===== config.mk =====
export PLATFORM = sky130hd
export DESIGN_NAME = avalon_seg_master_de1soc
export DESIGN_NICKNAME = d
export VERILOG_FILES = /design/src/rtl/seg_master_pkg.sv /design/src/rtl/avalon_seg_master_de1soc.sv
export SDC_FILE = /design/constraint.sdc
export NUM_CORES = 1
export LEC_CHECK = 0
export BUFFER_PORTS_ARGS = -buffer_cell sky130_fd_sc_hd__buf_4
export CAP_MARGIN = 20
export CORE_MARGIN = 2
export CORE_UTILIZATION = 46
export CTS_BUF_LIST = sky130_fd_sc_hd__clkbuf_4
export CTS_CLUSTER_SIZE = 25
export DETAILED_ROUTE_END_ITERATION = 10
export PLACE_DENSITY = 0.66
export SKIP_LAST_GASP = 1
export SYNTH_ARGS = -nofsm -noshare
export SYNTH_HDL_FRONTEND = slang
export SYNTH_SLANG_ARGS = --single-unit

===== constraint.sdc =====
create_clock -name clk -period 4.5 [get_ports clk]
set_clock_uncertainty 0.05 [all_clocks]
set_input_delay 0.9 -clock clk [delete_from_list [all_inputs] [get_ports clk]]
set_output_delay 0.9 -clock clk [all_outputs]
set_load 0.01 [all_outputs]

===== src/rtl/seg_master_pkg.sv =====
// Shared types and widths for the Avalon-MM seven-segment digit writer.
package seg_master_pkg;

  localparam int DIGIT_W = 4;
  localparam int ADDR_W  = 3;

  typedef enum logic [1:0] {
    IDLE  = 2'd0,
    SCAN  = 2'd1,
    WRITE = 2'd2,
    DONE  = 2'd3
  } state_t;

endpackage


===== src/rtl/avalon_seg_master_de1soc.sv =====
// Pushes a hex value to a DE1-SoC seven-segment slave one digit per Avalon-MM address,
// optionally skipping digits whose last written value is unchanged.
module avalon_seg_master_de1soc
  import seg_master_pkg::*;
#(
  parameter int DIGITS         = 6,
  parameter int SKIP_UNCHANGED = 1
) (
  input  logic                        clk,
  input  logic                        rst_n,
  input  logic [DIGIT_W*DIGITS-1:0]   value_i,
  input  logic                        valid_i,
  output logic                        ready_o,
  output logic                        done_o,
  output logic [ADDR_W-1:0]           avm_address_o,
  output logic                        avm_write_o,
  output logic [7:0]                  avm_writedata_o,
  input  logic                        avm_waitrequest_i
);

  localparam int                VAL_W    = DIGIT_W * DIGITS;
  localparam logic [ADDR_W-1:0] LAST_IDX = ADDR_W'(DIGITS - 1);

  state_t                 state_q, state_d;
  logic [ADDR_W-1:0]      idx_q;
  logic [VAL_W-1:0]       buf_q;
  logic [VAL_W-1:0]       shadow_q;
  logic                   shadow_valid_q;

  logic                   accept;
  logic                   wr_accept;
  logic                   skip;
  logic                   last_digit;
  logic [DIGIT_W-1:0]     cur_nibble;

  function automatic logic [DIGIT_W-1:0] nibble_at(input logic [VAL_W-1:0] v,
                                                   input logic [ADDR_W-1:0] i);
    return v[i*DIGIT_W +: DIGIT_W];
  endfunction

  assign cur_nibble = nibble_at(buf_q, idx_q);
  assign last_digit = (idx_q == LAST_IDX);
  assign accept     = valid_i && (state_q == IDLE);
  assign wr_accept  = (state_q == WRITE) && !avm_waitrequest_i;
  // Shadow only becomes trustworthy after a full sequence has completed since reset.
  assign skip       = (SKIP_UNCHANGED != 0) && shadow_valid_q &&
                      (cur_nibble == nibble_at(shadow_q, idx_q));

  always_ff @(posedge clk or negedge rst_n) begin
    if (!rst_n) state_q <= IDLE;
    else        state_q <= state_d;
  end

  always_comb begin
    state_d = state_q;
    unique case (state_q)
      IDLE:    if (accept) state_d = SCAN;
      SCAN:    if (!skip) state_d = WRITE;
               else if (last_digit) state_d = DONE;
      WRITE:   if (wr_accept) state_d = last_digit ? DONE : SCAN;
      DONE:    state_d = IDLE;
      default: state_d = IDLE;
    endcase
  end

  always_comb begin
    ready_o         = (state_q == IDLE);
    done_o          = (state_q == DONE);
    avm_write_o     = (state_q == WRITE);
    avm_address_o   = idx_q;
    avm_writedata_o = {4'h0, cur_nibble};
  end

  always_ff @(posedge clk or negedge rst_n) begin
    if (!rst_n) begin
      idx_q          <= '0;
      buf_q          <= '0;
      shadow_q       <= '0;
      shadow_valid_q <= 1'b0;
    end else begin
      unique case (state_q)
        IDLE: if (accept) begin
          buf_q <= value_i;
          idx_q <= '0;
        end
        SCAN: if (skip && !last_digit) idx_q <= idx_q + 1'b1;
        WRITE: if (wr_accept) begin
          shadow_q[idx_q*DIGIT_W +: DIGIT_W] <= cur_nibble;
          if (!last_digit) idx_q <= idx_q + 1'b1;
        end
        DONE: shadow_valid_q <= 1'b1;
        default: ;
      endcase
    end
  end

endmodule


==> results.tsv <==
metric	value	unit
outcome	complete, no violations	
postSynthCellCount	262	
worst_setup_path_start_kind	flop	
cts_tree	built	
finalCritPeriodShare	76.58	%
grt_max_degree	55	
gp_congestion	0.9018	
num_antenna_cells	0	
synth-seq-cells	54	
slew_headroom	45.85	%
clk_latency	0.36	ns
wl_met3	323	um
synth.distinct_cells	52	
place_inst	368	
antenna_found_initial	0	
die_width	83.83	um
final_antenna_net_count	0	
row_count	29	
ioPinCount	42	
drive_above_1_share	33.67	%
p_leak	0.001486	uW
area_growth	13.40	%
routed-wl-met2	2954	um
finish.net_count	337	
synth_area_leader_cell	dfrtp_1	
min-delay-path-class	flop to flop	
cp_slowest_cell	dfrtp_1	
wl_per_cell	16.62	um
totalWireLength	6266	um
viasPerCell	5.472	
netlist.area_leader.share	46.09	%
drv_slew	0	
cp-end-kind	primary output	
synth_seq_area_share	46.09	%
crit_buf_inv	3	
cp.arrival	2.50	ns
grtUsageTotal	19.13	%
synth_common_cells	54 x dfrtp_1, 34 x mux2_2, 26 x nand2_1	
grt_pass1_vias	2128	
ctsResizeCount	0	
firstDrtPassIters	4	
p_per_area	698.8	nW/um2
netlist_area	2932	um2
finalCriticalPeriod	3.446	ns
max_stage_delay	0.90	ns
max_freq	290.2	MHz
cpMostUsedCell	buf_4	
async_flop_share	100.0	%
die_h	83.83	um
post-cts-setup-buffers	0	
crit_required	3.55	ns
cts_buffers	5	
dieArea	7027	um2
post_dp_cell_area	3238	um2
setup.worst_path.class	flop to primary output	
cts.sink_count	54	
drv_cap	0	
synth_edf_count	0	
cts_buffer_depth	2	
total_power	2323	uW
rrSetupSlack	1.49	ns
path_clk_slew	0.16	ns
met1_length	2897	um
grt_first_pass_wirelength	10610	um
yosys-top-cells-area	dfrtp_1 46%, mux2_2 13%, mux2i_1 7.2%	
syn_avg_cell_area	11.19	um2
seq_area	1351	um2
multiInputGateArea	1460	um2
fillerInstances	569	
place_hpwl	4670	um
setup_viol	0	
cp_cell_sequence	buf_4, mux2_2, nand3_1, and2_2, inv_1, buf_4	
drt_iter0_markers	110	
synth-main-ff-cell	dfrtp_1	
core_area	6241	um2
drc	0	
hold_viol	0	
worst-path-max-fanout	19	
portBuffers	37	
hold_buffers	0	
cts-root-buf	clkbuf_4	
final_cell_count_no_fill	377	
top_layer	met4	
tightestPinTransition	0.8123	ns
rsz0062_at_grt	false	
synth.yosys.warnings	0	
irDropWorstVdd	0.3606	mV
setup-tns-final	0	ns
start_util	46.97	%
cts_htree_levels	2	
design_area	3324	um2
vias	2063	
overflow	0	
yosysMostFrequentCell	dfrtp_1	
critPathTopFamily	flip-flops	
==> per-stage QoR <==
stage	utilization, %	hold slack (ns)	setup WS [ns]
detailed placement	51.88	0.4249	1.505
floorplan	-	0.3944	2.015
finish	53.27	0.4559	1.054
global route	53.27	0.4870	0.9432
global placement	51.88	0.4108	1.545
CTS	52.83	0.4594	1.065
==> cell usage in the layout, fill, tap and decap left out, drive strengths merged, types with 2 or more instances in the layout <==
master,Yosys,final
a211oi,2,2
a21oi,2,2
a31oi,2,2
and2,2,2
buf,9,39
clkbuf,3,5
clkinv,0,3
conb,1,4
dfrtp,54,54
ha,10,10
inv,12,12
mux2,34,34
mux2i,21,21
nand2,26,26
nand2b,3,3
nand3,9,9
nand4,2,2
nor2,14,14
nor3b,2,2
nor4,2,2
o21ai,20,20
o22ai,7,7
or2,6,6
or3,2,2
xor2,2,2
==> registers in the layout, indices dropped and copies added, names as in the netlist <==
signal,flops
buf_q,24
shadow_valid_q,1
shadow_q,24
state_q,2
avm_address_o,3
==> worst min-delay path: stages, from the launching register on <==
cell     delay, ns
dfrtp_1       0.38
nand2_1       0.05
o21ai_0       0.06
==> cells by family (layout without fill, tap and decap cells) <==
kind of cell | Yosys count | after routing | share of synthesized area, %
fa+ha+maj | 10 | 10 | 4.268
other cells | 1 | 4 | 0.1279
flops | 54 | 54 | 46.09
mux | 55 | 55 | 20.23
compound gates | 41 | 41 | 9.689
buf+inv | 24 | 59 | 4.481
simple gates | 74 | 74 | 13.96
xor+xnor | 3 | 3 | 1.153
==> routing by layer <==
layer,vias to the layer above,GRT usage [%]
met3,6,3.462
met4,0,5.425
met1,1006,27.06
li1,996,-
met2,55,30.33
met5,-,0
==> where the power goes <==
group	switching, uW	total, uW	leakage (uW)	internal (uW)
registers	146	792	0.000684	647
logic	696	1310	0.000769	619
clock network	154	216	0.0000328	61.7
total	995	2320	0.00149	1330
==> final cells by class <==
type / instances / share of cell area [%]
Clock buffer: 5 / 1.129
Multi-Input combinational cell: 187 / 43.92
Sequential cell: 54 / 40.65
Timing Repair Buffer: 39 / 9.409
Tap cell: 77 / 2.898
Clock inverter: 3 / 0.6398
Inverter: 12 / 1.355
==> final timing paths <==
check	start	endpoint	depth (start not counted)
setup / recovery	avm_address_o[0]$_DFFE_PN0P_	avm_writedata_o[1]	6
hold / removal	shadow_q[14]$_DFFE_PN0P_	shadow_q[14]$_DFFE_PN0P_	2
setup reg to reg	avm_address_o[0]$_DFFE_PN0P_	shadow_q[18]$_DFFE_PN0P_	6
hold reg to reg	shadow_q[14]$_DFFE_PN0P_	shadow_q[14]$_DFFE_PN0P_	2
max in group asynchronous	rst_n	buf_q[4]$_DFFE_PN0P_	1
min in group asynchronous	rst_n	shadow_q[8]$_DFFE_PN0P_	1
(Power assumes the default switching activity.)
